### src/rtl/game_lives_multi.sv
// game_lives_multi: multi-player lives / damage controller.
// Each player channel tracks its own life count, a timed invulnerability
// window with sprite blink, and extra-life pickups. The top level derives the
// global game-over flag and the arena colour from the per-player state.

module game_lives_player #(
  parameter int LIVES_W       = 3,
  parameter int START_LIVES   = 5,
  parameter int MAX_LIVES     = 7,
  parameter int INVULN_CYCLES = 150000000,
  parameter int BLINK_CYCLES  = 6250000
) (
  input  logic               clk,
  input  logic               reset_n,
  input  logic               hit,
  input  logic               pickup,
  output logic [LIVES_W-1:0] lives,
  output logic               invuln,
  output logic               sprite_en,
  output logic               dead
);
  // A 1-cycle blink period still needs a 1-bit counter.
  localparam int CW = (INVULN_CYCLES > 1) ? $clog2(INVULN_CYCLES) : 1;
  localparam int BW = (BLINK_CYCLES > 1) ? $clog2(BLINK_CYCLES) : 1;

  localparam logic [1:0] ALIVE  = 2'd0;
  localparam logic [1:0] INVULN = 2'd1;
  localparam logic [1:0] DEAD   = 2'd2;

  localparam logic [CW-1:0]      INV_LOAD  = CW'(INVULN_CYCLES - 1);
  localparam logic [CW-1:0]      INV_ONE   = CW'(1);
  localparam logic [BW-1:0]      BLK_LOAD  = BW'(BLINK_CYCLES - 1);
  localparam logic [BW-1:0]      BLK_ONE   = BW'(1);
  localparam logic [LIVES_W-1:0] LIVES_RST = LIVES_W'(START_LIVES);
  localparam logic [LIVES_W-1:0] LIVES_MAX = LIVES_W'(MAX_LIVES);
  localparam logic [LIVES_W-1:0] ONE       = LIVES_W'(1);

  logic [1:0]         state, state_nxt;
  logic [LIVES_W-1:0] lives_q, lives_nxt, lives_inc;
  logic [CW-1:0]      inv_cnt, inv_cnt_nxt;
  logic [BW-1:0]      blk_cnt, blk_cnt_nxt;
  logic               sprite, sprite_nxt;

  // Pickup adds a life but never past MAX_LIVES.
  assign lives_inc = (lives_q >= LIVES_MAX) ? LIVES_MAX : lives_q + ONE;

  // Next-state logic for the ALIVE / INVULN / DEAD machine and its counters.
  always_comb begin
    state_nxt   = state;
    lives_nxt   = lives_q;
    inv_cnt_nxt = inv_cnt;
    blk_cnt_nxt = blk_cnt;
    sprite_nxt  = sprite;
    case (state)
      ALIVE: begin
        sprite_nxt = 1'b1;
        if (hit) begin
          if (pickup || lives_q > ONE) begin
            // A same-cycle pickup cancels the lost life, even on the last one.
            lives_nxt   = pickup ? lives_q : lives_q - ONE;
            state_nxt   = INVULN;
            inv_cnt_nxt = INV_LOAD;
            blk_cnt_nxt = BLK_LOAD;
            sprite_nxt  = 1'b0;
          end else begin
            lives_nxt  = '0;
            state_nxt  = DEAD;
            sprite_nxt = 1'b0;
          end
        end else if (pickup) begin
          lives_nxt = lives_inc;
        end
      end
      INVULN: begin
        // Hits are ignored for the whole window; pickups still count.
        if (pickup) lives_nxt = lives_inc;
        if (inv_cnt == '0) begin
          state_nxt   = ALIVE;
          sprite_nxt  = 1'b1;
          blk_cnt_nxt = '0;
        end else begin
          inv_cnt_nxt = inv_cnt - INV_ONE;
          if (blk_cnt == '0) begin
            sprite_nxt  = ~sprite;
            blk_cnt_nxt = BLK_LOAD;
          end else begin
            blk_cnt_nxt = blk_cnt - BLK_ONE;
          end
        end
      end
      default: begin
        // DEAD (and the unused encoding) is absorbing until reset.
        state_nxt   = DEAD;
        lives_nxt   = '0;
        sprite_nxt  = 1'b0;
        inv_cnt_nxt = '0;
        blk_cnt_nxt = '0;
      end
    endcase
  end

  // State and counter registers; reset also aborts any running window.
  always_ff @(posedge clk) begin
    if (!reset_n) begin
      state   <= ALIVE;
      lives_q <= LIVES_RST;
      inv_cnt <= '0;
      blk_cnt <= '0;
      sprite  <= 1'b1;
    end else begin
      state   <= state_nxt;
      lives_q <= lives_nxt;
      inv_cnt <= inv_cnt_nxt;
      blk_cnt <= blk_cnt_nxt;
      sprite  <= sprite_nxt;
    end
  end

  assign lives     = lives_q;
  assign invuln    = (state == INVULN);
  assign dead      = (state == DEAD);
  assign sprite_en = sprite;

endmodule

module game_lives_multi #(
  parameter int NUM_PLAYERS   = 2,
  parameter int LIVES_W       = 3,
  parameter int START_LIVES   = 5,
  parameter int MAX_LIVES     = 7,
  parameter int INVULN_CYCLES = 150000000,
  parameter int BLINK_CYCLES  = 6250000
) (
  input  logic                           clk,
  input  logic                           reset_n,
  input  logic [NUM_PLAYERS-1:0]         hb_on,
  input  logic                           enemy_on,
  input  logic                           exp_on,
  input  logic [NUM_PLAYERS-1:0]         pickup,
  output logic [NUM_PLAYERS*LIVES_W-1:0] lives,
  output logic [NUM_PLAYERS-1:0]         invuln,
  output logic [NUM_PLAYERS-1:0]         sprite_en,
  output logic [NUM_PLAYERS-1:0]         player_over,
  output logic                           gameover,
  output logic [11:0]                    background_rgb
);
  logic [NUM_PLAYERS-1:0][LIVES_W-1:0] lives_arr;
  logic [NUM_PLAYERS-1:0]              hit;
  logic [LIVES_W-1:0]                  min_lives;
  logic                                any_alive;
  logic [3:0]                          red;

  // A player is hit when its hitbox overlaps any enemy or explosion pixel.
  assign hit = hb_on & {NUM_PLAYERS{enemy_on | exp_on}};

  for (genvar g = 0; g < NUM_PLAYERS; g++) begin : g_pl
    game_lives_player #(
      .LIVES_W      (LIVES_W),
      .START_LIVES  (START_LIVES),
      .MAX_LIVES    (MAX_LIVES),
      .INVULN_CYCLES(INVULN_CYCLES),
      .BLINK_CYCLES (BLINK_CYCLES)
    ) u_pl (
      .clk      (clk),
      .reset_n  (reset_n),
      .hit      (hit[g]),
      .pickup   (pickup[g]),
      .lives    (lives_arr[g]),
      .invuln   (invuln[g]),
      .sprite_en(sprite_en[g]),
      .dead     (player_over[g])
    );
  end

  // Packed array layout already puts player 0 in the LSBs.
  assign lives    = lives_arr;
  assign gameover = &player_over;

  // Lowest life count among players still in the game; 0 once all are out.
  always_comb begin
    min_lives = '0;
    any_alive = 1'b0;
    for (int i = 0; i < NUM_PLAYERS; i++) begin
      if (!player_over[i] && (!any_alive || lives_arr[i] < min_lives)) begin
        min_lives = lives_arr[i];
        any_alive = 1'b1;
      end
    end
  end

  // Red intensity follows the weakest surviving player, clamped to a nibble.
  always_comb begin
    if (32'(min_lives) > 32'd15) red = 4'hF;
    else                         red = 4'(min_lives);
  end

  assign background_rgb = {red, 8'h00};

endmodule

### config.mk
export PLATFORM = sky130hd
export DESIGN_NAME = game_lives_multi
export DESIGN_NICKNAME = d
export VERILOG_FILES = /design/src/rtl/game_lives_multi.sv
export SDC_FILE = /design/constraint.sdc
export NUM_CORES = 1
export LEC_CHECK = 0
export CAP_MARGIN = 20
export CORE_ASPECT_RATIO = 1.75
export CORE_MARGIN = 10
export CORE_UTILIZATION = 40
export DETAILED_ROUTE_END_ITERATION = 8
export REMOVE_ABC_BUFFERS = 1
export SYNTH_ARGS = -nofsm -noshare
export SYNTH_HDL_FRONTEND = slang
export SYNTH_SLANG_ARGS = --single-unit
### constraint.sdc
create_clock -name clk -period 4.4 [get_ports clk]
set_input_delay 0.44 -clock clk [delete_from_list [all_inputs] [get_ports clk]]
set_output_delay 0.44 -clock clk [all_outputs]
set_load 0.005 [all_outputs]
=== Word level (Yosys, flattened, before mapping) ===
Index checks and enable logic that the tools add are counted.

* Add/subtract/negate cells: 8
* $lt $le $gt $ge: 5
* Equal/unequal tests: 16
* Mux-type cells: 48
* Bitwise operators: 4
* Reductions and logical operators: 18

{| class="wikitable"
|+ Operator list
! cell !! count
|-
| $mux W23 || 8
|-
| $mux W28 || 6
|-
| $pmux W28 S2 || 2
|-
| $pmux W23 S2 || 2
|-
| $logic_not A28 Y1 || 2
|-
| $sub A28 B1 Y28 const B || 2
|-
| $logic_not A23 Y1 || 2
|-
| $sub A23 B1 Y23 const B || 2
|-
| $mux W3 || 12
|-
| $mux W2 || 6
|-
| $ne A2 B2 Y1 const B || 6
|-
| $pmux W3 S2 || 2
|-
| $reduce_and A2 Y1 || 5
|-
| $ne A4 B4 Y1 const B || 2
|-
| $pmux W2 S2 || 2
|-
| $add A3 B1 Y3 const B || 2
|-
| $ge A3 B3 Y1 const B || 2
|-
| $gt A3 B1 Y1 const B || 2
|-
| $mux W1 || 6
|-
| $ne A3 B3 Y1 const B || 2
|-
| $reduce_and A3 Y1 || 2
|-
| $sub A3 B1 Y3 const B || 2
|-
| $eq A2 B1 Y1 const B || 2
|-
| $eq A2 B2 Y1 const B || 2
|-
| other kinds (10) || 16
|}

* Flip-flop bits (word level): 114
* Output and inout bits: 25
* Logic and storage cells: 109

=== Depth between registers and ports, before layout ===
* Depth after elaboration: 6
* Mapped depth: 9
* Depth with buffers taken out: 8

=== Modules after synthesis ===
Synthesis repeated with hierarchy kept, for this count alone.

* Cell total of the unflattened synthesis: 847
* Area total of the unflattened synthesis: 6936.7 um^2

{| class="wikitable"
|+ Modules (own cells, without submodules)
! module !! times used !! cells each !! area an instance (um^2) !! sequential area each (um^2)
|-
| game_lives_player at g_pl[1].u_pl || 1 || 419 || 3514.6 || 1141.1
|-
| game_lives_player at g_pl[0].u_pl || 1 || 394 || 3183.1 || 1141.1
|-
| game_lives_multi || 1 || 34 || 239.0 || 0.0
|}

=== Worst setup path before layout ===
OpenSTA, ideal clock, no wires.

* Path type: reg-to-reg
* From: reg g_pl[1].u_pl.inv_cnt[21]
* To: reg g_pl[1].u_pl.inv_cnt[27]
* Setup time: 0.122 ns
* Arrival time: 2.293 ns
* Required time: 4.278 ns
* Setup slack: 1.985 ns
* Stages on the path, launching flop included: 7
* Buffers on the path: 1
* Period minus slack after synthesis: 2.415 ns
* Cells stage by stage: dfxtp_1 > or4_4 > or4_4 > o311ai_4 > nand2_4 > buf_6 > a221o_1

* Word-level cells in the longest chain between the ends: 3

{| class="wikitable"
|+ Ends and longest elaborated chain
! what !! RTL line !! text
|-
| start: declaration || 40 || <nowiki>logic [CW-1:0] inv_cnt, inv_cnt_nxt;</nowiki>
|-
| start signal: assignment || 113 || <nowiki>inv_cnt <= inv_cnt_nxt;</nowiki>
|-
| $sub A28 B1 Y28 / $logic_not A28 Y1 (equally long branches) || 82, 77 ||
|-
| $mux W28 / $ne A2 B2 Y1 (equally long branches) || - ||
|-
| $pmux W28 S2 / $reduce_and A3 Y1 (equally long branches) || - ||
|}

Parallel ways exist; a longest one is shown, timed or not. The select of a mux whose other input is x is not followed.
A chain may end at the register's enable or synchronous reset.

=== Final worst setup path ===
* From: reg g_pl[0].u_pl.state[0]
* To: out background_rgb[8]

* Word-level cells in the longest chain between the ends: 6

{| class="wikitable"
|+ Ends and longest elaborated chain
! what !! RTL line !! text
|-
| start: declaration || 38 || <nowiki>logic [1:0] state, state_nxt;</nowiki>
|-
| start signal: assignment || 111 || <nowiki>state <= state_nxt;</nowiki>
|-
| $eq A2 B2 Y1 * || 121 || <nowiki>assign dead = (state == DEAD);</nowiki>
|-
| $mux W3 || 184 || <nowiki>if (!player_over[i] && (!any_alive || lives_arr[i] < min_lives)) begin</nowiki>
|-
| $lt A3 B3 Y1 || 184 ||
|-
| $logic_or A1 B1 Y1 || 184 ||
|-
| $logic_and A1 B1 Y1 || 184 ||
|-
| $mux W3 * || 184 ||
|-
| end: declaration || 145 || <nowiki>output logic [11:0] background_rgb</nowiki>
|}

Every way passes the cells marked *; elsewhere a longest branch is shown, timed or not.

==> reports/summary.txt <==
yosys warns = 0
die width = 121 microns
Worst-Margin Slew = 0.973 ns
area of the multi-input gates = 4460 sq um
I/O Pins = 33
drt pass-1 iters = 5
setup_tns = 0 ns
pin count of the biggest net entering global routing = 34
IO Port Bufs = 23
first-pass GRT wire length = 35,900 microns
Initial Util = 40.9%
status = finished, final reports clean
via density per instance = 6.22
Final #Nets = 922
FILL cells = 1,737
ANT cells = 0
Final period util = 86.0%
worst-skew pair later-pin latency = 0.44 ns
CP Capture Type = output port
RSZ-0062 raised after global routing = no
Worst Skew = 0.00898 ns
clock buffer depth = 2
Chip Height = 197 microns
Hold Fails Final Rpt = 0
worst-path fanout max = 17
Post-synth top flop = dfxtp_1
Post-synth EDFFs = 0
Slew Viols, Final = 0
met3 GRT Util = 4.04%
minimum clock period = 3.79 ns
Vias = 7,100
Hold WS = 0.463 ns
CTS resizes = 0
met2 Track Usage GR = 33.5%
crit path launch type = flip-flop
initial antenna violation count = 0
core area = 17,500 sq um
Req. time, crit path = 3.96 ns
gp weighted congestion = 0.844
drt total wl = 22,000 microns
DR DRC count = 0
die area = 23,900 sq um
Tightest Hold Check Type = reg -> reg
GRT met1 Usage = 19.5%
Peak Freq = 264 MHz
CTS tree = done
dpl hpwl = 15,800 microns
antenna-violating nets left = 0
CTS Root Buffer Type = clkbuf_16
drt wl/cell = 19.2 microns
Setup Fix Bufs, Post-CTS = 0
Layout area overhead = 14.7%
PD cells = 571 nW/um^2
H-tree depth = 4
Synth Area per Inst = 8.07 sq um
total gr overflow = 0
share of layout cells above drive strength 1 = 11.1%
# clock sinks = 114
post-synthesis sequential area ratio = 31.8%
busiest layer in global routing = met2
DR iter-0 viols = 475
setup violators final = 0
most common cell after layout, fill and taps aside = dfxtp_1
Unique masters post-synth = 84
sequential cell area = 2280 sq um
total design power = 4.69 mW
fin util = 46.9%
crit path max-delay cell type = dfxtp_1
synthesized flop and latch total = 114
CTS clk-pin slew, worst paths = 0.06 ns
Num CTS Buffers = 17
Mapped Cells = 888
crit-path max cell delay = 0.69 ns
All-Layer GR Usage = 18.5%
Max-cap violations = 0
Post-DP Area = 7570 sq um
row count = 64
synthesized area = 7170 sq um
most frequent cells in the layout = dfxtp_1, a21oi_1, o21ai_0, nand2_1, nor2_1
ys async rst share = 0%
Leakage = 3.02 nW
vias in the first global route = 6,918
crit path DAT = 3.35 ns
cell chain of the critical path = nand2b_1, nand2_1, ha_1, inv_1, a31oi_1, o21ai_0, a21oi_1, mux2i_1, clkdlybuf4s50_1
final instance area = 8220 sq um
CTS hold repair buffers = 0
Peak VDD IR = 0.369 mV
Rel. slew slack = 34.8%
critical path type = reg -> out
-- worst max-delay path, delay by kind of cell (launching register included) --
family,cells,cell delay (ns)
buf+inv,2,0.60
fa+ha+maj,1,0.30
flops,1,0.69
compound gates,3,0.53
mux,1,0.32
simple gates,2,0.48
-- report_power, final --
part | internal [mW] | switching (mW) | leakage [nW]
Combinational | 0.665 | 1.03 | 1.78
Clock | 1.01 | 0.538 | 0.304
Sequential | 1.21 | 0.232 | 0.938
-- per-layer routing --
| layer | routed length [microns] | vias to the layer above |
|---|---|---|
| met2 | 11600 | 200 |
| met5 | 0 | - |
| met1 | 8640 | 3408 |
| met3 | 937 | 53 |
| met4 | 810 | 0 |
| li1 | - | 3439 |
-- flip-flops by register name, indices dropped and copies added (netlist names) --
name                 count
g_pl.u_pl.lives          6
g_pl.u_pl.inv_cnt       56
g_pl.u_pl.blk_cnt       46
g_pl.u_pl.sprite_en      2
g_pl.u_pl.state          4
-- synth_stat cells, types with 21 or more instances --
cell type | instances | area (sq um)
o31ai_1 | 34 | 255
or4_1 | 29 | 218
o21ai_0 | 55 | 275
a21oi_1 | 87 | 435
dfxtp_1 | 114 | 2280
nor2_1 | 45 | 169
nand3_1 | 33 | 165
clkbuf_1 | 40 | 150
or3_1 | 22 | 138
inv_1 | 30 | 113
nor3_1 | 34 | 170
nor4_1 | 21 | 131
nand2_1 | 49 | 184
-- through the flow --
step / setup slack [ns] / instances
global placement: 1.13 / 1108
finish: 0.614 / 1141
floorplan: 1.40 / 830
global route: 0.384 / 1141
CTS: 0.616 / 1141
detailed placement: 1.10 / 1109
-- area by class of cell --
| class | instances | area share (%) |
|---|---|---|
| clock buffer | 18 | 5.34 |
| clock inverter | 14 | 2.57 |
| inverter | 32 | 1.46 |
| multi-input combinational | 684 | 54.2 |
| sequential | 114 | 27.8 |
| tap | 231 | 3.52 |
| timing repair buffer | 48 | 5.09 |
-- path summary, 6_finish.rpt --
kind / startpoint / end / slack [ns] / depth (start not counted)
max: g_pl[0].u_pl.state[0] / background_rgb[8] / 0.61 / 9
min: g_pl[0].u_pl.blk_cnt[6] / g_pl[0].u_pl.blk_cnt[6] / 0.46 / 2
max reg2reg: g_pl[1].u_pl.inv_cnt[13] / g_pl[1].u_pl.inv_cnt[21] / 1.51 / 5
min reg2reg: g_pl[0].u_pl.blk_cnt[6] / g_pl[0].u_pl.blk_cnt[6] / 0.46 / 2
-- cells by family (layout without fill, tap and decap cells) --
logic type	Yosys count	after routing	synth area share [%]
AOI/OAI and AO/OA	317	317	29.9
xor gates and xnor gates	16	16	1.96
adders and majority gates	17	17	2.97
buffers and inverters	98	112	6.64
DFF	114	114	31.8
muxes	10	10	1.43
other	1	9	0.0523
and+or+nand+nor	315	315	25.2
No activity file was read; power rests on OpenSTA's default activity.
